## src/rtl/lfsr_rand_arbiter.sv

```systemverilog
// lfsr_rand_arbiter: packs WORD_W bits of a shared LFSR stream into a word and
// hands each word to one requester, chosen round-robin.
// Optional build macro: LFSR_ARB_PREFETCH_EN keeps a word buffered ahead of
// demand (HOLD state) so a request can be served without waiting for a fill.
module lfsr_rand_arbiter #(
    parameter int unsigned NUM_REQ = 4,
    parameter int unsigned WORD_W  = 8
) (
    input  logic               clk_i,
    input  logic               rst_ni,
    input  logic               lfsr_bit_i,
    output logic               lfsr_en_o,
    input  logic [NUM_REQ-1:0] req_i,
    output logic [NUM_REQ-1:0] gnt_o,
    output logic [WORD_W-1:0]  rand_o,
    output logic               rand_valid_o,
    output logic               busy_o
);

    localparam int unsigned IDX_W = $clog2(NUM_REQ);
    localparam int unsigned CNT_W = $clog2(WORD_W + 1);

`ifdef LFSR_ARB_PREFETCH_EN
    typedef enum logic [1:0] {IDLE = 2'd0, FILL = 2'd1, DELIVER = 2'd2, HOLD = 2'd3} state_e;
`else
    typedef enum logic [1:0] {IDLE = 2'd0, FILL = 2'd1, DELIVER = 2'd2} state_e;
`endif

    state_e             state_q, state_d;
    logic [IDX_W-1:0]   rr_ptr_q, rr_ptr_d;
    logic [IDX_W-1:0]   win_idx_q, win_idx_d;
    logic [CNT_W-1:0]   bit_cnt_q, bit_cnt_d;
    logic [WORD_W-1:0]  shreg_q, shreg_d;
    logic [NUM_REQ-1:0] gnt_q, gnt_d;
    logic [WORD_W-1:0]  rand_q, rand_d;
    logic               valid_q, valid_d;
    logic               lfsr_en_q, lfsr_en_d;
    logic               busy_q, busy_d;
`ifdef LFSR_ARB_PREFETCH_EN
    logic               win_vld_q, win_vld_d;
`endif

    logic               req_any;
    logic [IDX_W-1:0]   pick_idx;

    // Round-robin search: first set request at rr_ptr, rr_ptr+1, ... wrapping.
    always_comb begin
        req_any  = 1'b0;
        pick_idx = rr_ptr_q;
        for (int unsigned i = 0; i < NUM_REQ; i++) begin
            if (!req_any && req_i[IDX_W'((32'(rr_ptr_q) + i) % NUM_REQ)]) begin
                req_any  = 1'b1;
                pick_idx = IDX_W'((32'(rr_ptr_q) + i) % NUM_REQ);
            end
        end
    end

    // Next-state and next-output logic; outputs are registered from these.
    always_comb begin
        state_d   = state_q;
        rr_ptr_d  = rr_ptr_q;
        win_idx_d = win_idx_q;
        bit_cnt_d = bit_cnt_q;
        shreg_d   = shreg_q;
        gnt_d     = '0;
        rand_d    = '0;
        valid_d   = 1'b0;
`ifdef LFSR_ARB_PREFETCH_EN
        win_vld_d = win_vld_q;
`endif

        case (state_q)
            IDLE: begin
`ifdef LFSR_ARB_PREFETCH_EN
                // Start prefetching immediately; latch a winner if one is waiting.
                state_d   = FILL;
                win_vld_d = req_any;
                if (req_any) begin
                    win_idx_d = pick_idx;
                end
`else
                if (req_any) begin
                    win_idx_d = pick_idx;
                    state_d   = FILL;
                end
`endif
            end
            FILL: begin
                // First sampled bit migrates up to the MSB.
                shreg_d   = WORD_W'({shreg_q, lfsr_bit_i});
                bit_cnt_d = bit_cnt_q + CNT_W'(1);
`ifdef LFSR_ARB_PREFETCH_EN
                if (!win_vld_q && req_any) begin
                    win_idx_d = pick_idx;
                    win_vld_d = 1'b1;
                end
`endif
                if (bit_cnt_q == CNT_W'(WORD_W - 1)) begin
                    bit_cnt_d = '0;
`ifdef LFSR_ARB_PREFETCH_EN
                    state_d   = win_vld_d ? DELIVER : HOLD;
`else
                    state_d   = DELIVER;
`endif
                end
            end
            DELIVER: begin
                gnt_d     = NUM_REQ'(1) << win_idx_q;
                rand_d    = shreg_q;
                valid_d   = 1'b1;
                rr_ptr_d  = IDX_W'((32'(win_idx_q) + 1) % NUM_REQ);
                bit_cnt_d = '0;
`ifdef LFSR_ARB_PREFETCH_EN
                win_vld_d = 1'b0;
                state_d   = FILL;
`else
                state_d   = IDLE;
`endif
            end
`ifdef LFSR_ARB_PREFETCH_EN
            HOLD: begin
                // Word already buffered: arbitrate and deliver straight away.
                if (req_any) begin
                    win_idx_d = pick_idx;
                    win_vld_d = 1'b1;
                    state_d   = DELIVER;
                end
            end
`endif
            default: begin
                state_d = IDLE;
            end
        endcase

        lfsr_en_d = (state_d == FILL);
`ifdef LFSR_ARB_PREFETCH_EN
        busy_d    = (state_d == DELIVER) || ((state_d == FILL) && win_vld_d);
`else
        busy_d    = (state_d != IDLE);
`endif
    end

    // State and output registers with synchronous active-low reset.
    always_ff @(posedge clk_i) begin
        if (!rst_ni) begin
            state_q   <= IDLE;
            rr_ptr_q  <= '0;
            win_idx_q <= '0;
            bit_cnt_q <= '0;
            shreg_q   <= '0;
            gnt_q     <= '0;
            rand_q    <= '0;
            valid_q   <= 1'b0;
            lfsr_en_q <= 1'b0;
            busy_q    <= 1'b0;
`ifdef LFSR_ARB_PREFETCH_EN
            win_vld_q <= 1'b0;
`endif
        end else begin
            state_q   <= state_d;
            rr_ptr_q  <= rr_ptr_d;
            win_idx_q <= win_idx_d;
            bit_cnt_q <= bit_cnt_d;
            shreg_q   <= shreg_d;
            gnt_q     <= gnt_d;
            rand_q    <= rand_d;
            valid_q   <= valid_d;
            lfsr_en_q <= lfsr_en_d;
            busy_q    <= busy_d;
`ifdef LFSR_ARB_PREFETCH_EN
            win_vld_q <= win_vld_d;
`endif
        end
    end

    assign lfsr_en_o    = lfsr_en_q;
    assign gnt_o        = gnt_q;
    assign rand_o       = rand_q;
    assign rand_valid_o = valid_q;
    assign busy_o       = busy_q;

endmodule
```

## config.mk

```make
export PLATFORM = sky130hd
export DESIGN_NAME = lfsr_rand_arbiter
export DESIGN_NICKNAME = d
export VERILOG_FILES = /design/src/rtl/lfsr_rand_arbiter.sv
export SDC_FILE = /design/constraint.sdc
export NUM_CORES = 1
export LEC_CHECK = 0
export ABC_AREA = 1
export BUFFER_PORTS_ARGS = -buffer_cell sky130_fd_sc_hd__buf_2
export CORE_ASPECT_RATIO = 2
export CORE_UTILIZATION = 25
export DETAILED_ROUTE_END_ITERATION = 8
export PLACE_DENSITY = 0.45
export SETUP_SLACK_MARGIN = 0.02
export SLEW_MARGIN = 20
export SYNTH_ARGS = -nofsm -noshare
export SYNTH_HDL_FRONTEND = slang
export SYNTH_SLANG_ARGS = --single-unit
```

## constraint.sdc

```tcl
create_clock -name clk_i -period 1.55 [get_ports clk_i]
set_input_delay 0.2325 -clock clk_i [delete_from_list [all_inputs] [get_ports clk_i]]
set_output_delay 0.2325 -clock clk_i [all_outputs]
set_load 0.05 [all_outputs]
```

==> results of run 1 <==
[metrics by stage]
| stage | instances | hold WS [ns] | util (%) |
|---|---|---|---|
| 6_report | 283 | 0.1898 | 35.46 |
| 5_1_grt | 283 | 0.2325 | 35.46 |
| 4_1_cts | 281 | 0.1884 | 33.10 |
| 3_5_place_dp | 273 | 0.4221 | 30.82 |
| 3_3_place_gp | 273 | 0.4236 | 30.82 |
| 2_1_floorplan | 182 | 0.3445 | - |
[worst max-delay path, stage by stage (launching register included)]
cell	delay [ns]
dfxtp_4	0.39
nand2_1	0.14
nand3_4	0.10
nand2_4	0.11
inv_4	0.05
nor2_8	0.12
nand2_2	0.06
o21ai_2	0.14
inv_2	0.07
o21ai_2	0.14
nand2_1	0.08
[power breakdown]
part / leakage (uW) / internal (uW) / total [uW] / switching [uW]
clock network: 0.0000585 / 524 / 829 / 305
registers: 0.000271 / 884 / 905 / 21.7
logic: 0.000569 / 86.9 / 226 / 139
[state kept, by name, summed over array words and instances, names as in the netlist]
register	count
rand_o	8
shreg_q	8
state_q	2
bit_cnt_q	4
rand_valid_o	1
gnt_o	4
win_idx_q	2
busy_o	1
rr_ptr_q	2
lfsr_en_o	1
[cell usage after synthesis (3+ instances only)]
cell	number
nand2_1	33
nor2_1	19
nor3_1	4
dfxtp_1	33
a21oi_1	16
inv_1	24
nand2_2	5
nand3_1	12
nand2_4	3
o21ai_2	4
inv_2	3
o21ai_0	10
ha_1	4
clkbuf_1	4
[layout by cell type (no fill, tap or decap), types with 4 or more instances in the layout]
master	synthesis	routed
clkbuf_8	0	6
nand3_1	12	9
inv_1	24	24
nand2_1	33	23
o21ai_0	10	10
nor2_1	19	18
nand2_4	3	9
buf_4	0	15
ha_1	4	4
nand2_2	5	9
a21oi_1	16	16
buf_2	0	21
dfxtp_1	33	31
[layer usage]
layer / routed length [um] / up-vias / track usage, %
met5: 0 / - / 0
li1: - / 658 / -
met1: 1112 / 568 / 10.76
met4: 0 / 0 / 8.036
met3: 53 / 0 / 1.266
met2: 1873 / 14 / 21.94
[cells by family (layout without fill, tap and decap cells)]
| kind of cell | count (synthesis) | after routing | synth area share [%] |
|---|---|---|---|
| AND/OR/NAND/NOR | 78 | 78 | 26.11 |
| flip-flops | 33 | 33 | 47.06 |
| AO/OA/AOI/OAI | 34 | 34 | 13.73 |
| buffers and inverters | 33 | 74 | 9.537 |
| adder cells (fa/ha/maj) | 4 | 4 | 3.565 |
[worst max path at each step]
stage | from | to | slack (ns) | cells past startpoint
2_1_floorplan | rr_ptr_q[0] | busy_o | 0.10 | 12
3_3_place_gp | rr_ptr_q[0] | win_idx_q[1] | -0.05 | 14
3_5_place_dp | rr_ptr_q[0] | busy_o | -0.10 | 11
4_1_cts | rr_ptr_q[0] | busy_o | 0.005 | 11
5_1_grt | rr_ptr_q[0] | win_idx_q[1] | -0.09 | 14
6_report | rr_ptr_q[0] | busy_o | 0.04 | 10
[timing repair]
item,4_1_cts,5_1_grt
setup buffers,0,2
pin swaps,0,13
endpoints found under the setup margin,7,8
gates resized for setup,3,32
[cell type report]
| cell class | count | area [um^2] |
|---|---|---|
| tap | 60 | 75.07 |
| sequential | 33 | 668.1 |
| clock buffer | 7 | 86.33 |
| timing repair buffer | 38 | 240.2 |
| multi-input combinational | 116 | 701.9 |
| inverter | 28 | 120.1 |
| clock inverter | 1 | 30.03 |
| fill | 619 | 3498 |
==> impl_metrics.csv, run 1 <==
group,metric,value,unit
run_status,status,"finished clean",
critical_path,cp.required,1.71,ns
critical_path,reg2reg_to,"busy_o",
floorplanning,rows,38,
layout,final_layout_size_suffix_gt1_share,35.43,%
timing,setup_viol_count_final,0,
clocking,cts_root_buffer,"clkbuf_8",
grt,grtUsageTotal,11.76,%
worst_hold_path,worstHoldPathType,"input port to flop",
placement,preCtsSetupSlack,-0.1010,ns
timing,setup_ws,0.03756,ns
timing,fin_worst_skew,0.001209,ns
floorplanning,dieWidth,54.99,um
synth,syn-mean-instance-area,7.713,um^2
drt,first_iter_violations,31,
timing,tightestPinTransition,0.2529,ns
clocking,cts_buffers,5,
clocking,cts_max_path_buffers,2,
layout,nets,233,
drt,via_per_inst,4.382,
synth,syn_area,0.001404,mm^2
critical_path,arrival,1.68,ns
synth,synth_nets,193,
drt,vias,1240,
clocking,htree_num_levels,2,
worst_hold_path,min_to,"shreg_q[0]",
drt,wl,3039,um
grt,grt_overflow,0,
timing,drv_slew,0,
synth,yosysWarnings,0,
synth,syn_inst,182,
clocking,hold_buffers,0,
grt,grt_pass1_vias,1180,
floorplanning,start_util,25.90,%
timing,rsz0062_at_grt,"true",
floorplanning,fp.coreArea,0.005420,mm^2
placement,placed_cell_area,0.001670,mm^2
synth,synth_edf_count,0,
pwr,p_leak,0.0008986,uW
synth,synth_area_leaders,"dfxtp_1 (47%), nand2_1 (8.8%), inv_1 (6.4%)",
clocking,cts_tree,"done",
synth,yosysUniqueCellTypes,22,
pwr,power.density,1020,mW/mm^2
critical_path,end_kind,"flop",
synth,synth-seq-area-share,47.06,%
critical_path,r2r-start,"rr_ptr_q[0]",
grt,grt_pass1_wl,4988,um
floorplanning,die_area,0.005937,mm^2
layout,area_growth,36.90,%
floorplanning,io_pins,22,
grt,grt_max_degree,17,
placement,io_buffers,21,
synth,synth_top_flop_cell,"dfxtp_1",
layout,diodes,0,
timing,period_share,97.58,%
placement,dp_hpwl,2332,um
synth,synth-seq-cells,33,
drt,wl_per_cell,10.74,um
critical_path,r2r_slack,0.04,ns
timing,timing.fmax,661.2,MHz
timing,finalHoldViolCount,0,
floorplanning,die_h,108.0,um
synth,post-synth-top-area-cell,"dfxtp_1",
layout,stdcell_area,0.001922,mm^2
pwr,vdd_drop_max,727.9,uV
timing,slew_headroom,83.14,%
worst_hold_path,hold_depth,3,
critical_path,path_class,"flop to flop",
drt,dr.pass1.iters,4,
synth,async_reset_ff_share,0,%
critical_path,startpoint_type,"flop",
drt,ant_nets,0,
clocking,cts.sinks,33,
worst_hold_path,hp-start,"lfsr_bit_i",
placement,globalplace.congestion,0.7722,
drt,drcViolationCount,0,
synth,synthDominantCellAreaShare,47.06,%
flow_run,cap_violations,0,
timing,fin_setup_tns,0,ns
pwr,power,1961,uW
critical_path,worstPathMaxFanout,8,
timing,period_minus_slack,1.512,ns
clocking,cts.clk_slew.worst_paths,0.07,ns
critical_path,reg2reg_depth,10,
clocking,clock_latency,0.27,ns
grt,antenna_found_initial,0,
No activity file was read; power rests on OpenSTA's default activity.
==> inputs of run 2 (changes only) <==
BUFFER_PORTS_ARGS = -buffer_cell sky130_fd_sc_hd__buf_4   (was -buffer_cell sky130_fd_sc_hd__buf_2)
==> impl_metrics.csv, run 2 (synthesis results as in run 1) <==
group,metric,value,unit
floorplanning,die_h,108.0,um
worst_hold_path,worstHoldPathType,"input port to flop",
floorplanning,io_pins,22,
clocking,htree_num_levels,2,
grt,grt_max_degree,17,
clocking,cts_tree,"done",
grt,grt_pass1_wl,5064,um
floorplanning,die_area,0.005937,mm^2
drt,vias,1255,
drt,maxUsedRoutingLayer,"met4",
layout,layout_commonest_cell,"buf_4",
clocking,cts.clk_slew.worst_paths,0.07,ns
drt,via_per_inst,4.514,
drt,m1WireLength,1076,um
clocking,cts_buffers,5,
critical_path,worstPathMaxFanout,8,
layout,layout_common_cells,"buf_4 (33), dfxtp_1 (30), nand2_1 (27), inv_1 (24), nor2_1 (19)",
timing,period_share,96.56,%
timing,timing.fmax,668.1,MHz
critical_path,startpoint_type,"flop",
grt,grt_pass1_vias,1223,
drt,ant_nets,0,
timing,fin_worst_skew,0.003653,ns
grt,antenna_found_initial,0,
floorplanning,start_util,25.90,%
layout,n_fill_cell,602,
clocking,cts.sinks,33,
placement,io_buffers,21,
drt,wl_met3,72,um
pwr,power.density,1041,mW/mm^2
layout,final_layout_size_suffix_gt1_share,32.57,%
placement,globalplace.congestion,0.7733,
critical_path,path_class,"flop to flop",
timing,slew_headroom,86.74,%
timing,drv_slew,0,
run_status,status,"finished clean",
drt,dr.pass1.iters,4,
timing,period_minus_slack,1.497,ns
critical_path,arrival,1.67,ns
drt,first_iter_violations,31,
timing,setup_viol_count_final,0,
clocking,cts_root_buffer,"clkbuf_8",
pwr,p_leak,0.0008641,uW
clocking,clock_latency,0.28,ns
placement,dp_hpwl,2287,um
drt,wl_per_cell,10.76,um
pwr,vdd_drop_max,598.3,uV
floorplanning,rows,38,
placement,preCtsSetupSlack,-0.09310,ns
timing,finalHoldViolCount,0,
timing,tightestPinTransition,0.1968,ns
critical_path,end_kind,"flop",
floorplanning,fp.coreArea,0.005420,mm^2
timing,setup_ws,0.05329,ns
drt,route.met2.wl,1736,um
grt,grtUsageTotal,11.84,%
flow_run,cap_violations,0,
layout,area_growth,34.05,%
drt,wl,2992,um
clocking,hold_buffers,0,
grt,grt_overflow,0,
timing,rsz0062_at_grt,"true",
layout,diodes,0,
critical_path,cp.required,1.73,ns
layout,final_util,34.72,%
drt,drcViolationCount,0,
layout,nets,228,
clocking,cts_max_path_buffers,2,
floorplanning,dieWidth,54.99,um
==> run 2: path summary, 6_finish.rpt <==
check / start / slack, ns / cells after the start / to
worst max-delay path: rr_ptr_q[0] / 0.05 / 11 / busy_o
worst min-delay path: lfsr_bit_i / 0.18 / 3 / shreg_q[0]
worst max register to register: rr_ptr_q[0] / 0.05 / 11 / busy_o
worst min register to register: shreg_q[7] / 0.43 / 2 / rand_o[7]
==> run 2: what timing repair did <==
item | 4_1_cts | 5_1_grt
endpoints found under the setup margin | 7 | 7
gates resized for setup | 3 | 19
pin swaps | 0 | 7
buffers inserted | 0 | 1
cloned | 0 | 0
==> run 2: worst max-delay path, cell delays in order, from the launching register on <==
cell     delay (ns)
dfxtp_4        0.41
inv_6          0.06
nand2_2        0.08
nand2_4        0.06
nand2_2        0.08
nand2_4        0.07
nor2_8         0.09
nand2_2        0.06
o21ai_2        0.17
inv_2          0.07
o21ai_2        0.16
nand2_1        0.07
==> run 2: report_power, final <==
part           switching, uW  internal (uW)
clock                    307            524
combinational            132           89.8
sequential              23.2            884
==> run 2: layer usage <==
layer,vias up,GRT usage (%)
li1,647,-
met1,576,11.11
met2,23,22.12
met3,9,1.266
met4,0,7.500
met5,-,0
==> run 2: layout make-up <==
type	count	area, um^2	area share [%]
clock buffer	7	86.33	4.588
clock inverter	1	30.03	1.596
timing repair buffer	33	247.7	13.16
inverter	28	112.6	5.984
sequential	33	669.4	35.57
tap	60	75.07	3.989
multi-input combinational	116	660.6	35.11
==> run 2: per-stage QoR <==
stage          cells  instance area (um^2)  hold WS (ns)  setup TNS, ns  power [uW]
2_1_floorplan    182                  1404        0.3445              0        1068
3_3_place_gp     269                  1693        0.4237        -0.1884        1142
3_5_place_dp     269                  1693        0.4260        -0.3641        1144
4_1_cts          277                  1817        0.1781              0        1991
5_1_grt          278                  1882        0.1994        -0.3546        2063
6_report         278                  1882        0.1815              0        1960
==> inputs of run 3 (changes only) <==
CORE_UTILIZATION = 49   (was 25)
PLACE_DENSITY = 0.75   (was 0.45)
==> impl_metrics.csv, run 3 (synthesis results as in run 1) <==
group,metric,value,unit
run_status,status,"finished clean",
drt,vias,1247,
critical_path,cp.required,1.73,ns
placement,globalplace.congestion,0.8521,
placement,placed_cell_area,0.001617,mm^2
timing,period_minus_slack,1.495,ns
critical_path,arrival,1.68,ns
clocking,hold_buffers,0,
floorplanning,die_area,0.003096,mm^2
timing,tightestPinTransition,0.3766,ns
critical_path,cp_cell_sequence,"buf_6 -> nand2_4 -> nand3_2 -> nand2_2 -> inv_2 -> nor2_8 -> buf_6 -> nand3_1 -> nand3_1 -> nand2_1 -> nor2_1 -> nor2_1",
clocking,cts_buffers,5,
grt,grt.met3_usage,5.143,%
timing,slew_headroom,74.89,%
pwr,vdd_drop_max,614.2,uV
clocking,htree_num_levels,2,
critical_path,worstPathMaxFanout,4,
critical_path,cpPeakStageDelay,0.36,ns
grt,antenna_found_initial,0,
critical_path,critPathSlowestCell,"dfxtp_4",
critical_path,path_class,"flop to flop",
critical_path,path_buf_inv,3,
layout,diodes,0,
placement,io_buffers,21,
clocking,clock_latency,0.29,ns
floorplanning,rows,27,
grt,busiest_layer,"met2",
drt,via_per_inst,5.132,
timing,finalHoldViolCount,0,
drt,first_iter_violations,15,
layout,layout_commonest_cell,"dfxtp_1",
timing,fin_setup_tns,0,ns
grt,use_met2,39.02,%
drt,wl_per_cell,12.27,um
timing,drv_slew,0,
drt,ant_nets,0,
clocking,cts_max_path_buffers,2,
layout,final_layout_size_suffix_gt1_share,33.64,%
grt,grt_pass1_vias,1191,
worst_hold_path,worstHoldPathType,"input port to flop",
timing,rsz0062_at_grt,"true",
layout,layout_common_cells,"dfxtp_1 (29), buf_4 (25), inv_1 (24), nand2_1 (20), nor2_1 (18)",
layout,area_growth,29.23,%
grt,grt_max_degree,15,
pwr,power.density,963.6,mW/mm^2
critical_path,startpoint_type,"flop",
critical_path,end_kind,"flop",
clocking,cts.sinks,33,
grt,grt_overflow,0,
floorplanning,dieWidth,39.85,um
layout,n_fill_cell,255,
critical_path,r2r-start,"rr_ptr_q[0]",
clocking,cts.clk_slew.worst_paths,0.06,ns
flow_run,cap_violations,0,
timing,timing.fmax,669.1,MHz
drt,dr.pass1.iters,4,
pwr,p_leak,0.0008596,uW
drt,drcViolationCount,0,
timing,setup_viol_count_final,0,
drt,wl,2982,um
critical_path,critPathLaunch,"rr_ptr_q[0]",
floorplanning,io_pins,22,
floorplanning,die_h,77.70,um
placement,dp_hpwl,2154,um
critical_path,cp_top_family,"simple AND/OR/NAND/NOR gates",
clocking,cts_tree,"done",
timing,fin_worst_skew,0.002112,ns
grt,use_met1,18.10,%
layout,stdcell_area,0.001814,mm^2
clocking,cts_root_buffer,"clkbuf_8",
floorplanning,fp.coreArea,0.002736,mm^2
layout,nets,224,
grt,grtUsageTotal,21.56,%
timing,period_share,96.43,%
floorplanning,start_util,51.30,%
worst_hold_path,hp-start,"lfsr_bit_i",
grt,grt_pass1_wl,4581,um
-- run 3: cell type report --
class | count | area [um^2] | area share, %
multi-input cells | 116 | 686.9 | 37.86
flip-flops and latches | 33 | 670.6 | 36.97
repair buffers | 29 | 232.7 | 12.83
inverters | 28 | 107.6 | 5.931
clock buffers | 8 | 80.08 | 4.414
well taps | 29 | 36.28 | 2.000
-- run 3: through the flow --
stage               hold WS [ns]  setup slack [ns]  std cells  util, %  total power [uW]
finish                    0.1818           0.05537        243    66.30              1748
global route              0.2051          -0.03045        243    66.30              1827
CTS                       0.1838           0.02015        243    63.15              1748
detailed placement        0.4264         -0.006864        233    59.08              1133
global placement          0.4188           0.02080        233    59.08              1123
floorplan                 0.3445            0.1031        182        -              1068
-- run 3: repair_timing --
item,4_1_cts,5_1_grt
pin swaps,5,12
endpoints found under the setup margin,4,8
gates resized for setup,7,25
setup buffers,2,0
-- run 3: power breakdown --
group / internal (uW) / switching (uW) / total (uW)
clock network: 319 / 298 / 617
logic: 83.8 / 139 / 223
registers: 885 / 24.0 / 909
-- run 3: worst reg2reg max path, cell delays in order, from the launching register on --
cell     delay, ns
dfxtp_4       0.36
buf_6         0.14
nand2_4       0.06
nand3_2       0.09
nand2_2       0.10
inv_2         0.06
nor2_8        0.08
buf_6         0.11
nand3_1       0.10
nand3_1       0.09
nand2_1       0.06
nor2_1        0.09
nor2_1        0.05
-- run 3: routing by layer --
metal | routed length, um | share of wire (%)
met1 | 989 | 33
met2 | 1715 | 58
met3 | 128 | 4.3
met4 | 149 | 5.0
met5 | 0 | 0
-- run 3: final timing paths --
path,slack [ns],to,depth (start not counted)
setup reg to reg,0.06,win_idx_q[0],12
hold reg to reg,0.43,rand_o[7],2
hold / removal,0.18,shreg_q[0],3
setup / recovery,0.06,win_idx_q[0],12
